## src/rtl/kb_ctrl_pkg.sv

```systemverilog
// Shared encodings and constants for the keyboard interrupt controller.
package kb_ctrl_pkg;

    localparam int unsigned STATE_W = 3;
    localparam int unsigned DATA_W  = 8;

    typedef logic [STATE_W-1:0] state_t;

    localparam state_t IDLE    = 3'd0;
    localparam state_t POP     = 3'd1;
    localparam state_t SETTLE  = 3'd2;
    localparam state_t IRQ     = 3'd3;
    localparam state_t RELEASE = 3'd4;

    localparam logic [DATA_W-1:0] ASCII_NONE = 8'h00;
    localparam logic [DATA_W-1:0] DROP_MAX   = 8'hFF;

    // Increment that sticks at DROP_MAX instead of wrapping.
    function automatic logic [DATA_W-1:0] sat_inc(input logic [DATA_W-1:0] v);
        return (v == DROP_MAX) ? v : v + DATA_W'(1);
    endfunction

endpackage

```

## src/rtl/kb_ctrl_timer.sv

```systemverilog
// Loadable down-counter shared by the settle and acknowledge windows.
module kb_ctrl_timer #(
    parameter int unsigned CNT_W = 20
) (
    input  logic             i_clk,
    input  logic             i_rst_n,
    input  logic             i_load,
    input  logic             i_en,
    input  logic [CNT_W-1:0] i_load_val,
    output logic [CNT_W-1:0] o_value,
    output logic             o_zero_c
);

    logic [CNT_W-1:0] r_value;

    // Load has priority; the caller gates i_en so the count never wraps.
    always_ff @(posedge i_clk or negedge i_rst_n) begin
        if (!i_rst_n) begin
            r_value <= '0;
        end else if (i_load) begin
            r_value <= i_load_val;
        end else if (i_en) begin
            r_value <= r_value - CNT_W'(1);
        end
    end

    assign o_value  = r_value;
    assign o_zero_c = (r_value == '0);

endmodule

```

## src/rtl/kb_irq_ctrl.sv

```systemverilog
// One-character-at-a-time scheduler between the scan-code FIFO and the CPU.
module kb_irq_ctrl
    import kb_ctrl_pkg::*;
#(
    parameter int unsigned SETTLE_CYCLES = 3000,
    parameter int unsigned ACK_TIMEOUT   = 1000000,
    parameter int unsigned CNT_W         = 20
) (
    input  logic              i_clk,
    input  logic              i_rst_n,
    input  logic              i_kb_buf_empty,
    input  logic [DATA_W-1:0] i_key_code,
    output logic              o_rd_key_code,
    output logic [DATA_W-1:0] o_scan_code,
    input  logic [DATA_W-1:0] i_ascii_in,
    output logic [DATA_W-1:0] o_ascii_code,
    output logic              o_char_valid,
    output logic              o_interrupt,
    input  logic              i_int_ack,
    input  logic              i_clr_status,
    output logic              o_overrun,
    output logic [DATA_W-1:0] o_drop_count
);

    localparam logic [CNT_W-1:0] SETTLE_LOAD = CNT_W'(SETTLE_CYCLES - 1);
    localparam logic [CNT_W-1:0] ACK_LOAD    = CNT_W'(ACK_TIMEOUT - 1);

    state_t            r_state;
    state_t            w_state_nxt;

    logic              w_pop_req;
    logic              w_in_pop;
    logic              w_accept;
    logic              w_drop;
    logic              w_ack_hit;
    logic              w_timeout;

    logic              w_tmr_load;
    logic              w_tmr_en;
    logic              w_tmr_zero;
    logic [CNT_W-1:0]  w_tmr_load_val;
    logic [CNT_W-1:0]  w_tmr_value;

    logic              r_rd_key_code;
    logic [DATA_W-1:0] r_scan_code;
    logic [DATA_W-1:0] r_ascii_code;
    logic              r_char_valid;
    logic              r_interrupt;
    logic              r_overrun;
    logic [DATA_W-1:0] r_drop_count;

    kb_ctrl_timer #(
        .CNT_W (CNT_W)
    ) u_timer (
        .i_clk      (i_clk),
        .i_rst_n    (i_rst_n),
        .i_load     (w_tmr_load),
        .i_en       (w_tmr_en),
        .i_load_val (w_tmr_load_val),
        .o_value    (w_tmr_value),
        .o_zero_c   (w_tmr_zero)
    );

    // State register.
    always_ff @(posedge i_clk or negedge i_rst_n) begin
        if (!i_rst_n) begin
            r_state <= IDLE;
        end else begin
            r_state <= w_state_nxt;
        end
    end

    // Next-state logic; ack beats timeout in IRQ.
    always_comb begin
        w_state_nxt = r_state;
        case (r_state)
            IDLE:    if (!i_kb_buf_empty) w_state_nxt = POP;
            POP:     w_state_nxt = SETTLE;
            SETTLE:  if (w_tmr_zero) w_state_nxt = (i_ascii_in == ASCII_NONE) ? IDLE : IRQ;
            IRQ: begin
                if (i_int_ack)       w_state_nxt = RELEASE;
                else if (w_tmr_zero) w_state_nxt = IDLE;
            end
            RELEASE: if (!i_int_ack) w_state_nxt = IDLE;
            default: w_state_nxt = IDLE;
        endcase
    end

    // Per-state control strobes and timer steering.
    always_comb begin
        w_pop_req      = 1'b0;
        w_in_pop       = 1'b0;
        w_accept       = 1'b0;
        w_drop         = 1'b0;
        w_ack_hit      = 1'b0;
        w_timeout      = 1'b0;
        w_tmr_load     = 1'b0;
        w_tmr_en       = 1'b0;
        w_tmr_load_val = SETTLE_LOAD;
        case (r_state)
            IDLE: w_pop_req = !i_kb_buf_empty;
            POP: begin
                w_in_pop   = 1'b1;
                w_tmr_load = 1'b1;
            end
            SETTLE: begin
                w_tmr_en = (w_tmr_value != '0);
                if (w_tmr_zero) begin
                    w_accept = (i_ascii_in != ASCII_NONE);
                    w_drop   = (i_ascii_in == ASCII_NONE);
                end
                if (w_accept) begin
                    w_tmr_load     = 1'b1;
                    w_tmr_load_val = ACK_LOAD;
                end
            end
            IRQ: begin
                w_tmr_en  = (w_tmr_value != '0);
                w_ack_hit = i_int_ack;
                w_timeout = w_tmr_zero && !i_int_ack;
            end
            default: ;
        endcase
    end

    // FIFO pop strobe: high for the single POP cycle.
    always_ff @(posedge i_clk or negedge i_rst_n) begin
        if (!i_rst_n) begin
            r_rd_key_code <= 1'b0;
        end else begin
            r_rd_key_code <= w_pop_req;
        end
    end

    // Scan code latched as the FIFO pops, held otherwise.
    always_ff @(posedge i_clk or negedge i_rst_n) begin
        if (!i_rst_n) begin
            r_scan_code <= '0;
        end else if (w_in_pop) begin
            r_scan_code <= i_key_code;
        end
    end

    // Character, valid flag and interrupt level.
    always_ff @(posedge i_clk or negedge i_rst_n) begin
        if (!i_rst_n) begin
            r_ascii_code <= '0;
            r_char_valid <= 1'b0;
            r_interrupt  <= 1'b0;
        end else begin
            if (w_in_pop) begin
                r_char_valid <= 1'b0;
            end
            if (w_accept) begin
                r_ascii_code <= i_ascii_in;
                r_char_valid <= 1'b1;
                r_interrupt  <= 1'b1;
            end
            if (w_ack_hit || w_timeout) begin
                r_interrupt <= 1'b0;
            end
        end
    end

    // Sticky status; a coincident clear takes priority.
    always_ff @(posedge i_clk or negedge i_rst_n) begin
        if (!i_rst_n) begin
            r_overrun    <= 1'b0;
            r_drop_count <= '0;
        end else if (i_clr_status) begin
            r_overrun    <= 1'b0;
            r_drop_count <= '0;
        end else begin
            if (w_timeout) begin
                r_overrun <= 1'b1;
            end
            if (w_drop) begin
                r_drop_count <= sat_inc(r_drop_count);
            end
        end
    end

    assign o_rd_key_code = r_rd_key_code;
    assign o_scan_code   = r_scan_code;
    assign o_ascii_code  = r_ascii_code;
    assign o_char_valid  = r_char_valid;
    assign o_interrupt   = r_interrupt;
    assign o_overrun     = r_overrun;
    assign o_drop_count  = r_drop_count;

endmodule

```

## config.mk

```make
export PLATFORM = sky130hd
export DESIGN_NAME = kb_irq_ctrl
export DESIGN_NICKNAME = d
export VERILOG_FILES = /design/src/rtl/kb_ctrl_pkg.sv /design/src/rtl/kb_ctrl_timer.sv /design/src/rtl/kb_irq_ctrl.sv
export SDC_FILE = /design/constraint.sdc
export NUM_CORES = 1
export LEC_CHECK = 0
export ABC_AREA = 1
export CORE_UTILIZATION = 67
export CTS_CLUSTER_SIZE = 25
export DETAILED_ROUTE_END_ITERATION = 16
export DONT_BUFFER_PORTS = 1
export PLACE_DENSITY_LB_ADDON = 0.1
export RECOVER_POWER = 25
export SYNTH_ARGS = -nofsm -noshare
export SYNTH_HDL_FRONTEND = slang
export SYNTH_SLANG_ARGS = --single-unit
```

## constraint.sdc

```tcl
create_clock -name i_clk -period 2.8 [get_ports i_clk]
set_clock_uncertainty 0.2 [all_clocks]
set_input_delay 0.56 -clock i_clk [delete_from_list [all_inputs] [get_ports i_clk]]
set_output_delay 0.56 -clock i_clk [all_outputs]
set_load 0.1 [all_outputs]
```

Yosys cells after proc, flatten, opt, wreduce, memory -nomap -nowiden
Index checks and enable logic that the tools add are counted.

operators by class
  multiplexer cells = 32
  $add $sub $neg = 2
  reduce and logical (&&, ||, !) cells = 17
  eq/ne operators = 10

operator list
  cell                   number
  $mux 20                4
  $mux 8                 3
  $logic_not 20->1       1
  $reduce_bool 20->1     1
  $sub 20x1->20 const B  1
  $mux 1                 17
  $mux 3                 5
  $pmux 3 s5             1
  $reduce_bool 2->1      5
  $add 8x1->8 const B    1
  $eq 8x8->1 const B     1
  $logic_not 8->1        1
  $ne 2x2->1 const B     4
  $reduce_bool 8->1      1
  $eq 3x2->1 const B     2
  $reduce_and 4->1       1
  $eq 3x1->1 const B     1
  $eq 3x3->1 const B     1
  $logic_not 3->1        1
  $ne 3x3->1 const B     1
  $logic_not 1->1        2
  $mux 2                 1
  $pmux 1 s2             1
  $reduce_and 2->1       1
  other kinds (3)        3

storage, ports and cells
  bits of input ports = 21
  bits in registers = 51
  output and inout bits = 28
  logic and storage cells = 70

Longest topological paths before layout
  depth in word-level cells = 6
  gate-level depth with buffers = 11
  mapped depth without buffers = 11

Cells and area by module
Synthesis repeated with hierarchy kept, for this count alone.

second synthesis, totals
  cell total of the unflattened synthesis = 411
  area total of the unflattened synthesis = 3009.1 um^2

modules (own cells, without submodules)
  module         times used  area an instance (um^2)  cells each
  kb_irq_ctrl    1           1609.0                   220
  kb_ctrl_timer  1           1400.1                   191

Worst setup path after synthesis
OpenSTA, ideal clock, no wires.

  path type = register -> register
  from = register r_drop_count[0] (netlist: o_drop_count[0])
  to = register r_drop_count[7] (netlist: o_drop_count[7])
  setup time = 0.121 ns
  required time = 2.479 ns
  path slack = 0.381 ns
  stages on the path, launching flop included = 11
  data arrival time = 2.098 ns
  cells stage by stage = dfrtp_1 ha_1 nand2_1 nor2_1 nand2_1 nor2_1 nor2_4 nand2_4 nand2_4 nand2_1 nand2_1

on the way
  cells in the longest elaborated chain, start to end = 4
  elaborated cells on any way between the ends = 7

ends and longest elaborated chain
  what                    RTL line            text
  from (decl)             kb_irq_ctrl.sv:50   logic [DATA_W-1:0] r_drop_count;
  from (signal assigned)  kb_irq_ctrl.sv:178  r_drop_count <= sat_inc(r_drop_count);
  $add 8x1->8             kb_ctrl_pkg.sv:20   return (v == DROP_MAX) ? v : v + DATA_W'(1);
  $mux 8                  kb_ctrl_pkg.sv:20
  $mux 8                  kb_irq_ctrl.sv:177  if (w_drop) begin
  $mux 8                  kb_irq_ctrl.sv:170  end else if (i_clr_status) begin

Several ways; a longest one is shown, not always the timed one. The select of a mux whose other input is x is not followed.
A chain may end at the register's enable or synchronous reset.

Worst setup path in the final report
  from = register u_timer.r_value[0] (netlist: u_timer.o_value[0])
  to = register u_timer.r_value[16] (netlist: u_timer.o_value[16])

on the way
  cells in the longest elaborated chain, start to end = 6
  elaborated cells on any way between the ends = 13

ends and longest elaborated chain
  what                                                   RTL line             text
  from (decl)                                            kb_ctrl_timer.sv:14  logic [CNT_W-1:0] r_value;
  from (signal assigned)                                 kb_ctrl_timer.sv:21  r_value <= i_load_val;
  from (signal assigned)                                 kb_ctrl_timer.sv:23  r_value <= r_value - CNT_W'(1);
  branches (longest 6 deep; another with $sub 20x1->20)  n/a

Parallel ways; which one is timed is not known. The select of a mux whose other input is x is not followed.

==> qor.tcl <==
set qor(netlist-cell-type-count) 28
set qor(layout-area-overhead-vs-synth_pct) 5.80
set qor(number_of_gates_resized_after_cts) 0
set qor(worst_ep_required_time_ns) 2.80
set qor(routedWlPerCell_microns) 13.3
set qor(rsz_0062_raised_after_global_routing) {false}
set qor(diodes) 0
set qor(fmax_ghz) 0.438
set qor(number_of_antenna_violations_at_the_first_check_in_global_routing) 0
set qor(total_gr_overflow) 0
set qor(clock_latency_on_the_worst_skew_pair_ns) 0.30
set qor(initial_core_util_pct) 71.8
set qor(port_buffers) 0
set qor(final-setup-viol-count) 0
set qor(coreArea_sq_um) 4140
set qor(power.net_switching_uw) 1490
set qor(worst_setup_hold_path_clk_slew_ns) 0.09
set qor(dr.pass1.iters) 4
set qor(r2r_slack_ns) 0.52
set qor(layout_worst_path_cycle_share_pct) 81.5
set qor(hold_class) {in2reg}
set qor(final_hold_viol_count) 0
set qor(number_of_violations_reported_at_the_end_of_detailed_routing_iteration_0) 191
set qor(clock_tree.htree_level_count) 2
set qor(fin_tns_setup_ns) 0
set qor(outcome) {finished clean}
set qor(synth_warnings) 0
set qor(synth_cells) 410
set qor(groute.usage.overall_pct) 28.8
set qor(arrival_time_of_data_at_the_critical_path_endpoint_ns) 2.28
set qor(yosysSeqAreaShare_pct) 42.9
set qor(cellLeakagePower_uw) 0.00167
set qor(power.internal_uw) 1380
set qor(final_nets) 445
set qor(sw_frac_of_total_pct) 51.9
set qor(die-width_microns) 68.7
set qor(drtAntennaViolNets) 0
set qor(cts_buffers) 5
set qor(num_rows) 23
set qor(multi_input_gate_area_in_the_final_layout_sq_um) 1490
set qor(power_density_over_the_cells_nw_per_um2) 911
set qor(maxCapViolCount) 0
set qor(cts_tree) {done}
set qor(layout_min_cycle_time_ns) 2.28
set qor(critPathLaunchType) {flip-flop}
set qor(floorplan.die_area_sq_um) 4710
set qor(grt_pass1_wl_mm) 9.97
set qor(comb_power_share_pct) 33.6
set qor(place_hpwl_mm) 4.64
set qor(total_power_uw) 2870
set qor(finalWirelength_mm) 6.27
set qor(final_max_slew_viol_count) 0
set qor(cts-root-to-sink-buffers) 2
set qor(post_route_cells_drive_above_1_share_pct) 9.72
set qor(place_congestion) 0.959
set qor(max_slew.worst_pin.slew_ns) 1.22
set qor(synth-seq-cells) 51
set qor(worstSetupPathType) {reg2reg}
set qor(peakVddDrop_uv) 996
set qor(vias_per_cell) 5.44
set qor(relSlewSlack_pct) 18.9
set qor(number_of_global_route_vias_before_repair) 2339
set qor(drc) 0
set qor(worst_setup_path_end_kind) {flip-flop}
set qor(sequentialPowerShare_pct) 52.5
set qor(seq_area_sq_um) 1280
set qor(grt_max_degree) 52
set qor(clock_tree.root_cell) {sky130_fd_sc_hd__clkbuf_8}
set qor(cts_sinks) 51
set qor(synth.avg_cell_area_sq_um) 7.26
set qor(pin_count) 49
set qor(syn-cell-area_sq_um) 2980
set qor(critical_path.max_fanout) 14
set qor(fp.dieH_microns) 68.7
set qor(worst_hold_slack_across_all_endpoints_ns) 0.112
set qor(via_count) 2570
set qor(clk_network_pwr_share_pct) 13.9
set qor(nFillCells) 319
set qor(synth_fp_nets) 434
[final timing paths]
check | start | to | cells past startpoint
min in group asynchronous | i_rst_n | u_timer.o_value[16] | 2
min reg2reg | u_timer.o_value[9] | u_timer.o_value[9] | 2
max reg2reg | u_timer.o_value[0] | u_timer.o_value[16] | 10
min | i_clr_status | o_overrun | 1
max | u_timer.o_value[0] | u_timer.o_value[16] | 10
max in group asynchronous | i_rst_n | u_timer.o_value[3] | 2
[cell usage in the layout, fill, tap and decap left out, drive strengths merged]
master / instances
xnor2: 3
o21ai: 10
clkinv: 1
ha: 3
nor3: 4
nand2: 126
dlygate4sd3: 1
dfrtp: 51
nor3b: 1
nand4: 8
nand3: 52
inv: 39
o211ai: 2
xor2: 6
clkbuf: 8
nor2: 88
buf: 11
a21oi: 5
nand3b: 3
[repair_timing]
action,CTS,global route
setup buffers,0,0
hold buffers,2,0
hold endpoints to repair,51,0
endpoints found under the setup margin,0,0
[Yosys cell counts]
cell type / n / area (sq um)
sky130_fd_sc_hd__a21oi_1: 5 / 25.0
sky130_fd_sc_hd__ha_1: 3 / 37.5
sky130_fd_sc_hd__nor3b_1: 1 / 7.51
sky130_fd_sc_hd__buf_1: 1 / 3.75
sky130_fd_sc_hd__nand3_2: 3 / 30.0
sky130_fd_sc_hd__o211ai_1: 2 / 15.0
sky130_fd_sc_hd__inv_1: 37 / 139
sky130_fd_sc_hd__nor2_4: 6 / 67.6
sky130_fd_sc_hd__o21ai_0: 7 / 35.0
sky130_fd_sc_hd__xnor2_1: 3 / 26.3
sky130_fd_sc_hd__inv_2: 2 / 7.51
sky130_fd_sc_hd__buf_4: 1 / 7.51
sky130_fd_sc_hd__nand2_4: 3 / 33.8
sky130_fd_sc_hd__nand4_1: 8 / 50.1
sky130_fd_sc_hd__buf_6: 4 / 45.0
sky130_fd_sc_hd__nand2_1: 120 / 450
sky130_fd_sc_hd__nor3_1: 4 / 20.0
sky130_fd_sc_hd__nand2_2: 3 / 18.8
sky130_fd_sc_hd__buf_2: 1 / 5.00
sky130_fd_sc_hd__xor2_1: 6 / 52.6
sky130_fd_sc_hd__nor2_2: 5 / 31.3
sky130_fd_sc_hd__nand3_4: 1 / 17.5
sky130_fd_sc_hd__nor2_1: 77 / 289
sky130_fd_sc_hd__o21ai_1: 3 / 15.0
sky130_fd_sc_hd__nand3_1: 48 / 240
sky130_fd_sc_hd__nand3b_1: 3 / 22.5
sky130_fd_sc_hd__clkbuf_1: 2 / 7.51
sky130_fd_sc_hd__dfrtp_1: 51 / 1280
[cell families (layout without fill, tap and decap cells)]
kind of cell    Yosys count  after routing  synth area share (%)
compound gates           17             17                  3.03
xor+xnor                  9              9                  2.65
fa+ha+maj                 3              3                  1.26
buf+inv                  48             60                  7.23
simple gates            282            282                  43.0
flops                    51             51                  42.9
[per-stage QoR]
step | util, % | area (sq um) | setup slack (ns) | std cells
2_1_floorplan | - | 2980 | 0.381 | 410
3_3_place_gp | 73.7 | 3050 | 0.664 | 462
3_5_place_dp | 73.7 | 3050 | 0.563 | 462
4_1_cts | 76.5 | 3170 | 0.539 | 472
5_1_grt | 76.0 | 3150 | 0.362 | 472
6_report | 76.0 | 3150 | 0.518 | 472
[final cells by class]
type | count | share of cell area (%)
clock inverter | 1 | 0.159
multi-input combinational | 311 | 47.2
inverter | 39 | 4.65
clock buffer | 7 | 2.42
timing repair buffer | 13 | 3.10
sequential | 51 | 40.5
tap | 50 | 1.99
[power groups by stage]
stage | combinational (uW) | sequential [uW] | clock (uW)
floorplan | 780 | 1490 | 0
global placement | 912 | 1510 | 0
detailed placement | 945 | 1510 | 0
CTS | 966 | 1500 | 410
global route | 1100 | 1530 | 429
finish | 965 | 1510 | 399
[sequential cells by signal (all words and copies together), names as in the netlist]
| register | count |
|---|---|
| o_ascii_code | 8 |
| o_char_valid | 1 |
| o_drop_count | 8 |
| o_interrupt | 1 |
| o_overrun | 1 |
| o_rd_key_code | 1 |
| o_scan_code | 8 |
| r_state | 3 |
| u_timer.o_value | 20 |
[per-layer routing]
layer  GRT usage [%]  vias to the layer above  wire length (microns)
met2            46.8                      100                   2820
met4            9.11                        0                    129
met5               0                        -                      0
met1            37.6                     1133                   2860
li1                -                     1321                      -
met3            6.91                       16                    460
[worst max-delay path, stage by stage, from the launching register on]
cell,delay (ns)
sky130_fd_sc_hd__dfrtp_1,0.41
sky130_fd_sc_hd__inv_1,0.18
sky130_fd_sc_hd__ha_1,0.21
sky130_fd_sc_hd__nand2_1,0.08
sky130_fd_sc_hd__nor2_2,0.18
sky130_fd_sc_hd__nand3_4,0.16
sky130_fd_sc_hd__nand2_2,0.28
sky130_fd_sc_hd__buf_4,0.23
sky130_fd_sc_hd__nand2_4,0.07
sky130_fd_sc_hd__o21ai_1,0.10
sky130_fd_sc_hd__nand2_1,0.07
No activity file was read; power rests on OpenSTA's default activity.
